$ cat src/rtl/mem_access_pkg.sv
// rtl/mem_access_pkg.sv - RV32I memory-stage opcodes, funct3 codes, FSM states and lane helpers
package mem_access_pkg;

  localparam logic [6:0] OP_LOAD   = 7'b0000011;
  localparam logic [6:0] OP_STORE  = 7'b0100011;
  localparam logic [6:0] OP_BRANCH = 7'b1100011;
  localparam logic [6:0] OP_JAL    = 7'b1101111;
  localparam logic [6:0] OP_JALR   = 7'b1100111;

  localparam logic [2:0] F3_B  = 3'b000;
  localparam logic [2:0] F3_H  = 3'b001;
  localparam logic [2:0] F3_W  = 3'b010;
  localparam logic [2:0] F3_BU = 3'b100;
  localparam logic [2:0] F3_HU = 3'b101;

  localparam logic [31:0] NOP = 32'h00000013;

  typedef enum logic {
    IDLE   = 1'b0,
    ACCESS = 1'b1
  } state_t;

  typedef enum logic [1:0] {
    SZ_B = 2'd0,
    SZ_H = 2'd1,
    SZ_W = 2'd2
  } size_t;

  // Undefined funct3 codes fall back to a full word access.
  function automatic size_t f3_size(input logic [2:0] f3);
    case (f3)
      F3_B, F3_BU: return SZ_B;
      F3_H, F3_HU: return SZ_H;
      default:     return SZ_W;
    endcase
  endfunction

  function automatic logic [3:0] lane_be(input logic [2:0] f3, input logic [1:0] a);
    case (f3_size(f3))
      SZ_B:    return 4'b0001 << a;
      SZ_H:    return 4'b0011 << {a[1], 1'b0};
      default: return 4'b1111;
    endcase
  endfunction

endpackage

$ cat src/rtl/mem_access_if.sv
// rtl/mem_access_if.sv - data-memory req/ack port with byte lanes
interface mem_access_if;

  logic        dmem_req;
  logic        dmem_we;
  logic [31:0] dmem_addr;
  logic [3:0]  dmem_be;
  logic [31:0] dmem_wdata;
  logic        dmem_ack;
  logic [31:0] dmem_rdata;

  modport master (
    output dmem_req, dmem_we, dmem_addr, dmem_be, dmem_wdata,
    input  dmem_ack, dmem_rdata
  );

  modport slave (
    input  dmem_req, dmem_we, dmem_addr, dmem_be, dmem_wdata,
    output dmem_ack, dmem_rdata
  );

endinterface

$ cat src/rtl/mem_access_load_align.sv
// rtl/mem_access_load_align.sv - selects the addressed byte/halfword of a read word and extends it
module mem_access_load_align
  import mem_access_pkg::*;
(
  input  logic [31:0] i_rdata,
  input  logic [1:0]  i_addr,
  input  logic [2:0]  i_funct3,
  output logic [31:0] o_data
);

  logic [7:0]  w_byte;
  logic [15:0] w_half;

  always_comb begin
    case (i_addr)
      2'd0:    w_byte = i_rdata[7:0];
      2'd1:    w_byte = i_rdata[15:8];
      2'd2:    w_byte = i_rdata[23:16];
      default: w_byte = i_rdata[31:24];
    endcase
    w_half = i_addr[1] ? i_rdata[31:16] : i_rdata[15:0];
    case (i_funct3)
      F3_B:    o_data = {{24{w_byte[7]}}, w_byte};
      F3_BU:   o_data = {24'd0, w_byte};
      F3_H:    o_data = {{16{w_half[15]}}, w_half};
      F3_HU:   o_data = {16'd0, w_half};
      default: o_data = i_rdata;
    endcase
  end

endmodule

$ cat src/rtl/mem_access.sv
// rtl/mem_access.sv - RV32I memory stage: dmem load/store FSM, branch resolve, writeback register
// MISALIGN_CHECK_EN: misaligned halfword/word accesses are dropped and pulse o_misalign.
module mem_access
  import mem_access_pkg::*;
#(
  parameter int MEM_TIMEOUT = 16
) (
  input  logic         clk,
  input  logic         rst_n,
  input  logic [31:0]  i_ir,
  input  logic [31:0]  i_alu,
  input  logic         i_comp,
  input  logic [31:0]  i_pc,
  input  logic [31:0]  i_b,
  mem_access_if.master dmem,
  output logic         o_stall,
  output logic [31:0]  o_ir_out,
  output logic [31:0]  o_wb_out,
  output logic         o_take_branch,
  output logic [31:0]  o_branch_target,
  output logic         o_bus_err,
  output logic         o_misalign
);

  localparam int            CW       = $clog2(MEM_TIMEOUT);
  localparam logic [CW-1:0] CNT_LAST = CW'(MEM_TIMEOUT - 1);

  state_t        r_state, w_state_next;
  logic [CW-1:0] r_cnt;
  logic          r_req, r_we, r_take, r_bus_err;
  logic [3:0]    r_be;
  logic [31:0]   r_addr, r_wdata, r_ir_out, r_wb_out, r_target;

  logic [6:0]  w_opcode;
  logic [2:0]  w_funct3;
  size_t       w_size;
  logic        w_is_load, w_is_store, w_is_mem, w_is_branch, w_is_jal, w_is_jalr;
  logic        w_misaligned, w_issue, w_cnt_last, w_stall;
  logic [31:0] w_load_data, w_store_wdata;

  assign w_opcode    = i_ir[6:0];
  assign w_funct3    = i_ir[14:12];
  assign w_size      = f3_size(w_funct3);
  assign w_is_load   = (w_opcode == OP_LOAD);
  assign w_is_store  = (w_opcode == OP_STORE);
  assign w_is_mem    = w_is_load || w_is_store;
  assign w_is_branch = (w_opcode == OP_BRANCH);
  assign w_is_jal    = (w_opcode == OP_JAL);
  assign w_is_jalr   = (w_opcode == OP_JALR);

`ifdef MISALIGN_CHECK_EN
  logic r_misalign;
  assign w_misaligned = w_is_mem && (((w_size == SZ_H) && i_alu[0]) ||
                                     ((w_size == SZ_W) && (i_alu[1:0] != 2'b00)));
  assign o_misalign   = r_misalign;
`else
  assign w_misaligned = 1'b0;
  assign o_misalign   = 1'b0;
`endif

  assign w_issue    = w_is_mem && !w_misaligned;
  assign w_cnt_last = (r_cnt == CNT_LAST);

  always_comb begin
    case (w_size)
      SZ_B:    w_store_wdata = {4{i_b[7:0]}};
      SZ_H:    w_store_wdata = {2{i_b[15:0]}};
      default: w_store_wdata = i_b;
    endcase
  end

  mem_access_load_align u_load_align (
    .i_rdata  (dmem.dmem_rdata),
    .i_addr   (i_alu[1:0]),
    .i_funct3 (w_funct3),
    .o_data   (w_load_data)
  );

  always_ff @(posedge clk or negedge rst_n) begin
    if (!rst_n) r_state <= IDLE;
    else        r_state <= w_state_next;
  end

  always_comb begin
    w_state_next = r_state;
    w_stall      = 1'b0;
    case (r_state)
      IDLE: begin
        if (w_issue) begin
          w_stall      = 1'b1;
          w_state_next = ACCESS;
        end
      end
      ACCESS: begin
        w_stall = !dmem.dmem_ack && !w_cnt_last;
        if (dmem.dmem_ack || w_cnt_last) w_state_next = IDLE;
      end
    endcase
  end

  // Upstream must not see a freeze request while the stage is held in reset.
  assign o_stall = w_stall && rst_n;

  always_ff @(posedge clk or negedge rst_n) begin
    if (!rst_n) begin
      r_cnt     <= '0;
      r_req     <= 1'b0;
      r_we      <= 1'b0;
      r_be      <= 4'd0;
      r_addr    <= 32'd0;
      r_wdata   <= 32'd0;
      r_ir_out  <= NOP;
      r_wb_out  <= 32'd0;
      r_take    <= 1'b0;
      r_target  <= 32'd0;
      r_bus_err <= 1'b0;
`ifdef MISALIGN_CHECK_EN
      r_misalign <= 1'b0;
`endif
    end else begin
      // Any edge that does not retire an instruction hands writeback a bubble.
      r_ir_out  <= NOP;
      r_wb_out  <= 32'd0;
      r_take    <= 1'b0;
      r_target  <= 32'd0;
      r_bus_err <= 1'b0;
`ifdef MISALIGN_CHECK_EN
      r_misalign <= 1'b0;
`endif
      case (r_state)
        IDLE: begin
          if (w_issue) begin
            r_req   <= 1'b1;
            r_we    <= w_is_store;
            r_addr  <= {i_alu[31:2], 2'b00};
            r_be    <= lane_be(w_funct3, i_alu[1:0]);
            r_wdata <= w_store_wdata;
            r_cnt   <= '0;
`ifdef MISALIGN_CHECK_EN
          end else if (w_is_mem) begin
            r_misalign <= 1'b1;
`endif
          end else begin
            r_ir_out <= i_ir;
            r_wb_out <= (w_is_jal || w_is_jalr) ? i_pc + 32'd4 : i_alu;
            r_take   <= w_is_branch ? i_comp : (w_is_jal || w_is_jalr);
            r_target <= w_is_jalr ? (i_alu & ~32'd1) :
                        (w_is_branch || w_is_jal) ? i_alu : 32'd0;
          end
        end
        ACCESS: begin
          if (dmem.dmem_ack) begin
            r_req    <= 1'b0;
            r_ir_out <= i_ir;
            r_wb_out <= w_is_load ? w_load_data : 32'd0;
          end else if (w_cnt_last) begin
            r_req     <= 1'b0;
            r_bus_err <= 1'b1;
          end else begin
            r_cnt <= r_cnt + 1'b1;
          end
        end
      endcase
    end
  end

  assign dmem.dmem_req   = r_req;
  assign dmem.dmem_we    = r_we;
  assign dmem.dmem_addr  = r_addr;
  assign dmem.dmem_be    = r_be;
  assign dmem.dmem_wdata = r_wdata;

  assign o_ir_out        = r_ir_out;
  assign o_wb_out        = r_wb_out;
  assign o_take_branch   = r_take;
  assign o_branch_target = r_target;
  assign o_bus_err       = r_bus_err;

endmodule

$ cat src/flat_wrapper.sv
// flat-port wrapper written by rule: the top's interface ports become plain ports
module mem_access_flat import mem_access_pkg::*;
#(
  parameter int MEM_TIMEOUT = 16
)
  (clk, rst_n, i_ir, i_alu, i_comp, i_pc, i_b, o_stall, o_ir_out, o_wb_out, o_take_branch, o_branch_target, o_bus_err, o_misalign, dmem_dmem_req, dmem_dmem_we, dmem_dmem_addr, dmem_dmem_be, dmem_dmem_wdata, dmem_dmem_ack, dmem_dmem_rdata);
  mem_access_if dmem_i ();
  input  logic clk;
  input  logic rst_n;
  input  logic [31:0] i_ir;
  input  logic [31:0] i_alu;
  input  logic i_comp;
  input  logic [31:0] i_pc;
  input  logic [31:0] i_b;
  output logic o_stall;
  output logic [31:0] o_ir_out;
  output logic [31:0] o_wb_out;
  output logic o_take_branch;
  output logic [31:0] o_branch_target;
  output logic o_bus_err;
  output logic o_misalign;
  output wire logic [$bits(dmem_i.dmem_req)-1:0] dmem_dmem_req;
  output wire logic [$bits(dmem_i.dmem_we)-1:0] dmem_dmem_we;
  output wire logic [$bits(dmem_i.dmem_addr)-1:0] dmem_dmem_addr;
  output wire logic [$bits(dmem_i.dmem_be)-1:0] dmem_dmem_be;
  output wire logic [$bits(dmem_i.dmem_wdata)-1:0] dmem_dmem_wdata;
  input wire logic [$bits(dmem_i.dmem_ack)-1:0] dmem_dmem_ack;
  input wire logic [$bits(dmem_i.dmem_rdata)-1:0] dmem_dmem_rdata;
  assign dmem_dmem_req = dmem_i.dmem_req;
  assign dmem_dmem_we = dmem_i.dmem_we;
  assign dmem_dmem_addr = dmem_i.dmem_addr;
  assign dmem_dmem_be = dmem_i.dmem_be;
  assign dmem_dmem_wdata = dmem_i.dmem_wdata;
  assign dmem_i.dmem_ack = dmem_dmem_ack;
  assign dmem_i.dmem_rdata = dmem_dmem_rdata;
  mem_access #(.MEM_TIMEOUT(MEM_TIMEOUT)) u_core (.clk(clk), .rst_n(rst_n), .i_ir(i_ir), .i_alu(i_alu), .i_comp(i_comp), .i_pc(i_pc), .i_b(i_b), .dmem(dmem_i), .o_stall(o_stall), .o_ir_out(o_ir_out), .o_wb_out(o_wb_out), .o_take_branch(o_take_branch), .o_branch_target(o_branch_target), .o_bus_err(o_bus_err), .o_misalign(o_misalign));
endmodule
$ cat config.mk
export PLATFORM = sky130hd
export DESIGN_NAME = mem_access_flat
export DESIGN_NICKNAME = d
export VERILOG_FILES = /design/src/rtl/mem_access_pkg.sv /design/src/rtl/mem_access_if.sv /design/src/rtl/mem_access_load_align.sv /design/src/rtl/mem_access.sv /design/src/flat_wrapper.sv
export SDC_FILE = /design/constraint.sdc
export NUM_CORES = 1
export LEC_CHECK = 0
export ABC_CLOCK_PERIOD_IN_PS = 2260
export CAP_MARGIN = 25
export CELL_PAD_IN_SITES_DETAIL_PLACEMENT = 0
export CELL_PAD_IN_SITES_GLOBAL_PLACEMENT = 1
export CORE_AREA = 2 2 162 164
export DETAILED_ROUTE_END_ITERATION = 10
export DIE_AREA = 0 0 164 166
export PLACE_DENSITY_LB_ADDON = 0.1
export SYNTH_ARGS = -nofsm -noshare
export SYNTH_HDL_FRONTEND = slang
export SYNTH_SLANG_ARGS = --single-unit
$ cat constraint.sdc
create_clock -name clk -period 2.26 [get_ports clk]
set_clock_uncertainty 0.05 [all_clocks]
set_input_delay 0.452 -clock clk [delete_from_list [all_inputs] [get_ports clk]]
set_output_delay 0.452 -clock clk [all_outputs]
set_load 0.005 [all_outputs]
After elaboration in Yosys (flattened, before gate mapping)
Index checks and enable logic that the tools add are counted.
{ "word_totals": {"register_bits": 171, "latchBits": 0, "ram_bits": 0, "mem_bits_ro": 0, "out_inout_bits": 170, "elab_cells": 89, "mem_count": 0} }
{ "classes": {"addsub": 2, "mul": 0, "div": 0, "magnitude_cmp": 0, "n_eq_ne": 17, "shift": 2, "n_mux": 38, "n_bitwise": 1, "n_reduce_logical": 17} }
{ "ops": {"columns": ["operator", "n"], "rows": [
  ["32-bit 2-to-1 mux", 10],
  ["32-bit case mux with 2 select lines", 3],
  ["32-bit case mux with 4 select lines", 1],
  ["32-bit by 3-bit adder with 32-bit output, second input constant", 1],
  ["8-bit case mux with 3 select lines", 1],
  ["7-bit equality test, second input constant", 3],
  ["16-bit 2-to-1 mux", 1],
  ["4-bit case mux with 2 select lines", 2],
  ["4-bit 2-to-1 mux", 3],
  ["1-bit 2-to-1 mux", 11],
  ["7-bit by 2-bit equality test with 1-bit output, second input constant", 1],
  ["7-bit by 6-bit equality test with 1-bit output, second input constant", 1],
  ["2-bit by 1-bit equality test with 1-bit output, second input constant", 3],
  ["3-bit equality test, second input constant", 2],
  ["2-bit zero test", 3],
  ["1-bit case mux with 2 select lines", 3],
  ["4-bit by 1-bit adder with 4-bit output, second input constant", 1],
  ["4-bit equality test, second input constant", 1],
  ["1-bit logical OR", 4],
  ["2-bit 2-to-1 mux", 2],
  ["2-bit inequality test, second input constant", 2],
  ["2-bit case mux with 2 select lines", 1],
  ["2-bit AND reduction", 2],
  ["2-bit OR reduction", 2],
  ["11 further kinds", 13]
]} }

Depth between registers and ports, before layout
{ "logic_depth": {"depth_word": 7, "depth_mapped": 8} }

By module
Synthesis repeated with hierarchy kept, for this count alone.
{ "unflattened": {"cells_unflattened": 863, "area_unflattened_um2": 8389.3} }
{ "by_module_without_submodules": {"columns": ["module", "n_inst", "cells_per_inst", "area_each_um2"], "rows": [
  ["mem_access", 1, 730, 7419.6],
  ["mem_access_load_align", 1, 133, 969.7]
]} }

Least setup slack after synthesis
Ideal clock, no wire load.
{ "synth_path": {"kind": "in2out", "startpoint": "in i_ir[0]", "endpoint": "out o_stall", "t_arrival_ns": 1.385, "path_slack_ns": 0.373, "cell_stages": 7, "path_buffers": 3, "path_cell_list": "and3b_1 > buf_2 > nand3_1 > buf_2 > buf_2 > nand2_1 > and2_1"} }
{ "synth_via": {"elab_chain_len": 5, "word_cells_on_any_way": 6, "classes_between": "2 x eq/ne; 2 x mux; 2 x reduce/logical"} }
{ "synth_lines": {"columns": ["element", "line", "text"], "rows": [
  ["start, declared", "flat_wrapper.sv:10", "input logic [31:0] i_ir;"],
  ["7-bit by 2-bit equality test with 1-bit output or 7-bit by 6-bit equality test with 1-bit output (tied branches)", "mem_access.sv:44, mem_access.sv:45", null],
  ["1-bit logical OR *", "mem_access.sv:46", "assign w_is_mem = w_is_load || w_is_store;"],
  ["1-bit 2-to-1 mux *", "mem_access.sv:89", "if (w_issue) begin"],
  ["1-bit case mux with 2 select lines *", "mem_access.sv:87", "case (r_state)"],
  ["1-bit logical AND *", "mem_access.sv:102", "assign o_stall = w_stall && rst_n;"],
  ["end, declared", "flat_wrapper.sv:15", "output logic o_stall;"]
]} }
Mark *: on every way between the ends. The rest lies on a longest branch, timed or not.

Worst setup path after layout
{ "layout_path": {"startpoint": "in i_ir[3]", "endpoint": "out o_stall"} }
The elaborated chain is that of the path after synthesis.

==> results.json <==
{
  "cp_cell_sequence": "clkdlybuf4s50_1 -> nor3_4 -> nand3_4 -> nand2_1 -> and2_1 -> clkdlybuf4s15_1",
  "synth_flop_cell": "dfrtp_1",
  "drtIter0Drc": 468,
  "layout_common_cells": "clkdlybuf4s50_1, nand2_1, dfrtp_1",
  "synth_top_area_frac": 0.522,
  "overflow": 0,
  "holdWs_ns": 0.0582,
  "area_delta_synth_final_pct": 63.0,
  "cts_num_sinks": 171,
  "dr.pass1.iters": 6,
  "vdd_drop_max_uv": 449,
  "coreArea_um2": 25600,
  "fillers": 2422,
  "antenna_found_initial": 3,
  "worst_slew_pin_slew_ns": 0.823,
  "start_util": 0.314,
  "setup_slack_ns": 0.105,
  "synthArstFlopShare": 1.00,
  "cts-root-buf": "clkbuf_16",
  "crit_arrival_ns": 1.65,
  "vias": 7493,
  "end_kind": "output port",
  "slowest_stage": "clkdlybuf4s50_1",
  "dp_hpwl_um": 22600,
  "setup_viol": 0,
  "die_x_um": 164,
  "fin_area_um2": 13100,
  "synthTopCellsByArea": "dfrtp_1, nand2_1, mux2i_1, xnor2_1, and2_1",
  "clockBufferDepth": 2,
  "multi_input_area_um2": 3490,
  "syn-cell-area_um2": 8050,
  "yosysTopAreaCell": "dfrtp_1",
  "routedWlPerCell_um": 19.1,
  "syn_area_per_cell_um2": 9.95,
  "fmax_ghz": 0.464,
  "place_ws_ns": -0.228,
  "cts_tree": "built",
  "ff_latch_area_um2": 4280,
  "grt_start_max_net_pins": 88,
  "final_common_cell": "clkdlybuf4s50_1",
  "die_h_um": 166,
  "clock_latency_ns": 0.43,
  "grt.total_usage": 0.218,
  "rsz0062_at_grt": "false",
  "finalCriticalPeriod_ns": 2.16,
  "wl_um": 29900,
  "rows": 59,
  "grt_first_pass_wirelength_um": 45200,
  "critPathMaxFanout": 2,
  "power_density_nw_per_um2": 638,
  "worstHoldPathType": "in -> async",
  "crit_path_max_incr_delay_ns": 0.46,
  "place_area_um2": 12500,
  "ctsHoldBuffers": 0,
  "drive_gt1_frac": 0.152,
  "critPathKind": "in -> out",
  "cts_buffers": 17,
  "die-area_um2": 27200,
  "portBuffers": 330,
  "slew-limit-headroom": 0.451,
  "power_leakage_nw": 5.83,
  "viasPerCell": 4.78,
  "ys_ff_latch": 171,
  "timing.final.crit_share": 0.954,
  "cp.required_ns": 1.76,
  "synth_cell_types": 62,
  "drt.antenna.violating_nets": 0,
  "cts.clk_slew.worst_paths_ns": 0.08,
  "status": "finished clean",
  "nets": 1383,
  "gp_congestion": 0.864,
  "drcViolationCount": 0,
  "hold_viol_final": 0,
  "grt_pass1_vias": 7495,
  "finalPower_mw": 8.37,
  "io_pins": 334,
  "ys_seq_area_frac": 0.532,
  "h-tree-depth": 4,
  "maxCapViolations": 0,
  "cp-start-kind": "primary input",
  "slew_viol_final": 0,
  "synth_enable_flop_cells": 0,
  "syn_inst": 809,
  "synth_warnings": 0
}
==> path summary, 6_finish.rpt <==
| check | start | to | slack (ns) | depth (start not counted) |
|---|---|---|---|---|
| setup / recovery | i_ir[3] | o_stall | 0.10 | 6 |
| hold / removal | rst_n | u_core.dmem.dmem_addr[15] | 0.06 | 2 |
| setup reg to reg | u_core.r_state | u_core.o_wb_out[15] | 0.48 | 8 |
| hold reg to reg | u_core.dmem.dmem_we | u_core.dmem.dmem_we | 0.43 | 2 |
| max in group asynchronous | rst_n | u_core.o_wb_out[30] | 1.35 | 2 |
| min in group clk | i_ir[13] | u_core.o_ir_out[13] | 0.37 | 2 |
==> kinds of logic after synthesis <==
logic type / Yosys count / share of synthesized area
AO/OA/AOI/OAI: 133 / 0.115
XOR/XNOR: 32 / 0.0348
adder cells (fa/ha/maj): 2 / 0.00311
buffers and inverters: 70 / 0.0414
flip-flops: 171 / 0.532
multiplexers: 38 / 0.0494
other: 1 / 0.000466
AND/OR/NAND/NOR: 362 / 0.224
==> metrics by stage <==
step | setup TNS [ns] | instances | utilization
floorplan | 0 | 811 | -
global placement | -5.16 | 1529 | 0.486
detailed placement | -6.78 | 1529 | 0.486
CTS | 0 | 1565 | 0.511
global route | 0 | 1566 | 0.512
finish | 0 | 1568 | 0.512
==> report_power, final <==
part | total, mW | switching, mW | internal [mW]
Sequential | 3.54 | 0.159 | 3.38
Clock | 2.97 | 1.46 | 1.51
Combinational | 1.86 | 0.743 | 1.12
Total | 8.37 | 2.36 | 6.01
==> registers in the layout (all words and copies together) (netlist names) <==
register and count:
u_core.o_ir_out 32, u_core.o_wb_out 32, u_core.o_take_branch 1, u_core.o_bus_err 1, u_core.r_state 1, u_core.r_cnt 4
u_core.dmem.dmem_be 4, u_core.dmem.dmem_wdata 32, u_core.o_branch_target 32, u_core.dmem.dmem_req 1, u_core.dmem.dmem_addr 30, u_core.dmem.dmem_we 1
==> layout make-up <==
type | count | area share
sequential | 171 | 0.327
timing repair buffer | 445 | 0.326
multi-input combinational | 570 | 0.266
clock buffer | 18 | 0.0335
tap | 335 | 0.0320
clock inverter | 14 | 0.0114
inverter | 12 | 0.00343
antenna | 3 | 0.000572
==> critical path: cells and delay by family <==
family                 cells  cell delay (ns)
buffers and inverters      2             0.66
AND/OR/NAND/NOR            4             0.55
==> cell usage after synthesis (7+ instances only) <==
cell and n:
buf_2 16, mux2i_1 33, nor3_1 7, nand3_1 14, o221ai_1 9, dfrtp_1 168, and2_1 36, a221oi_1 7
xnor2_1 29, and3_1 30, nor4_1 9, inv_1 10, nand2_1 180, nor2_1 46, nand2b_1 8, clkbuf_1 33
a21oi_1 25, a22o_1 7, o21ai_0 37
==> repair_timing <==
action                     4_1_cts  5_1_grt
gates resized for setup          4        4
setup endpoints to repair        1        1
pin swaps                        3        1
setup buffers                    4        0
==> routing by layer <==
layer  vias to the layer above  part of all wire  global-route usage
met2                       262              0.46               0.342
met3                        25             0.079              0.0634
met1                      3605              0.45               0.296
met4                         0             0.019              0.0561
li1                       3601                 -                   -
met5                         -                 0                   0
Power figures use the tool's default switching activity.
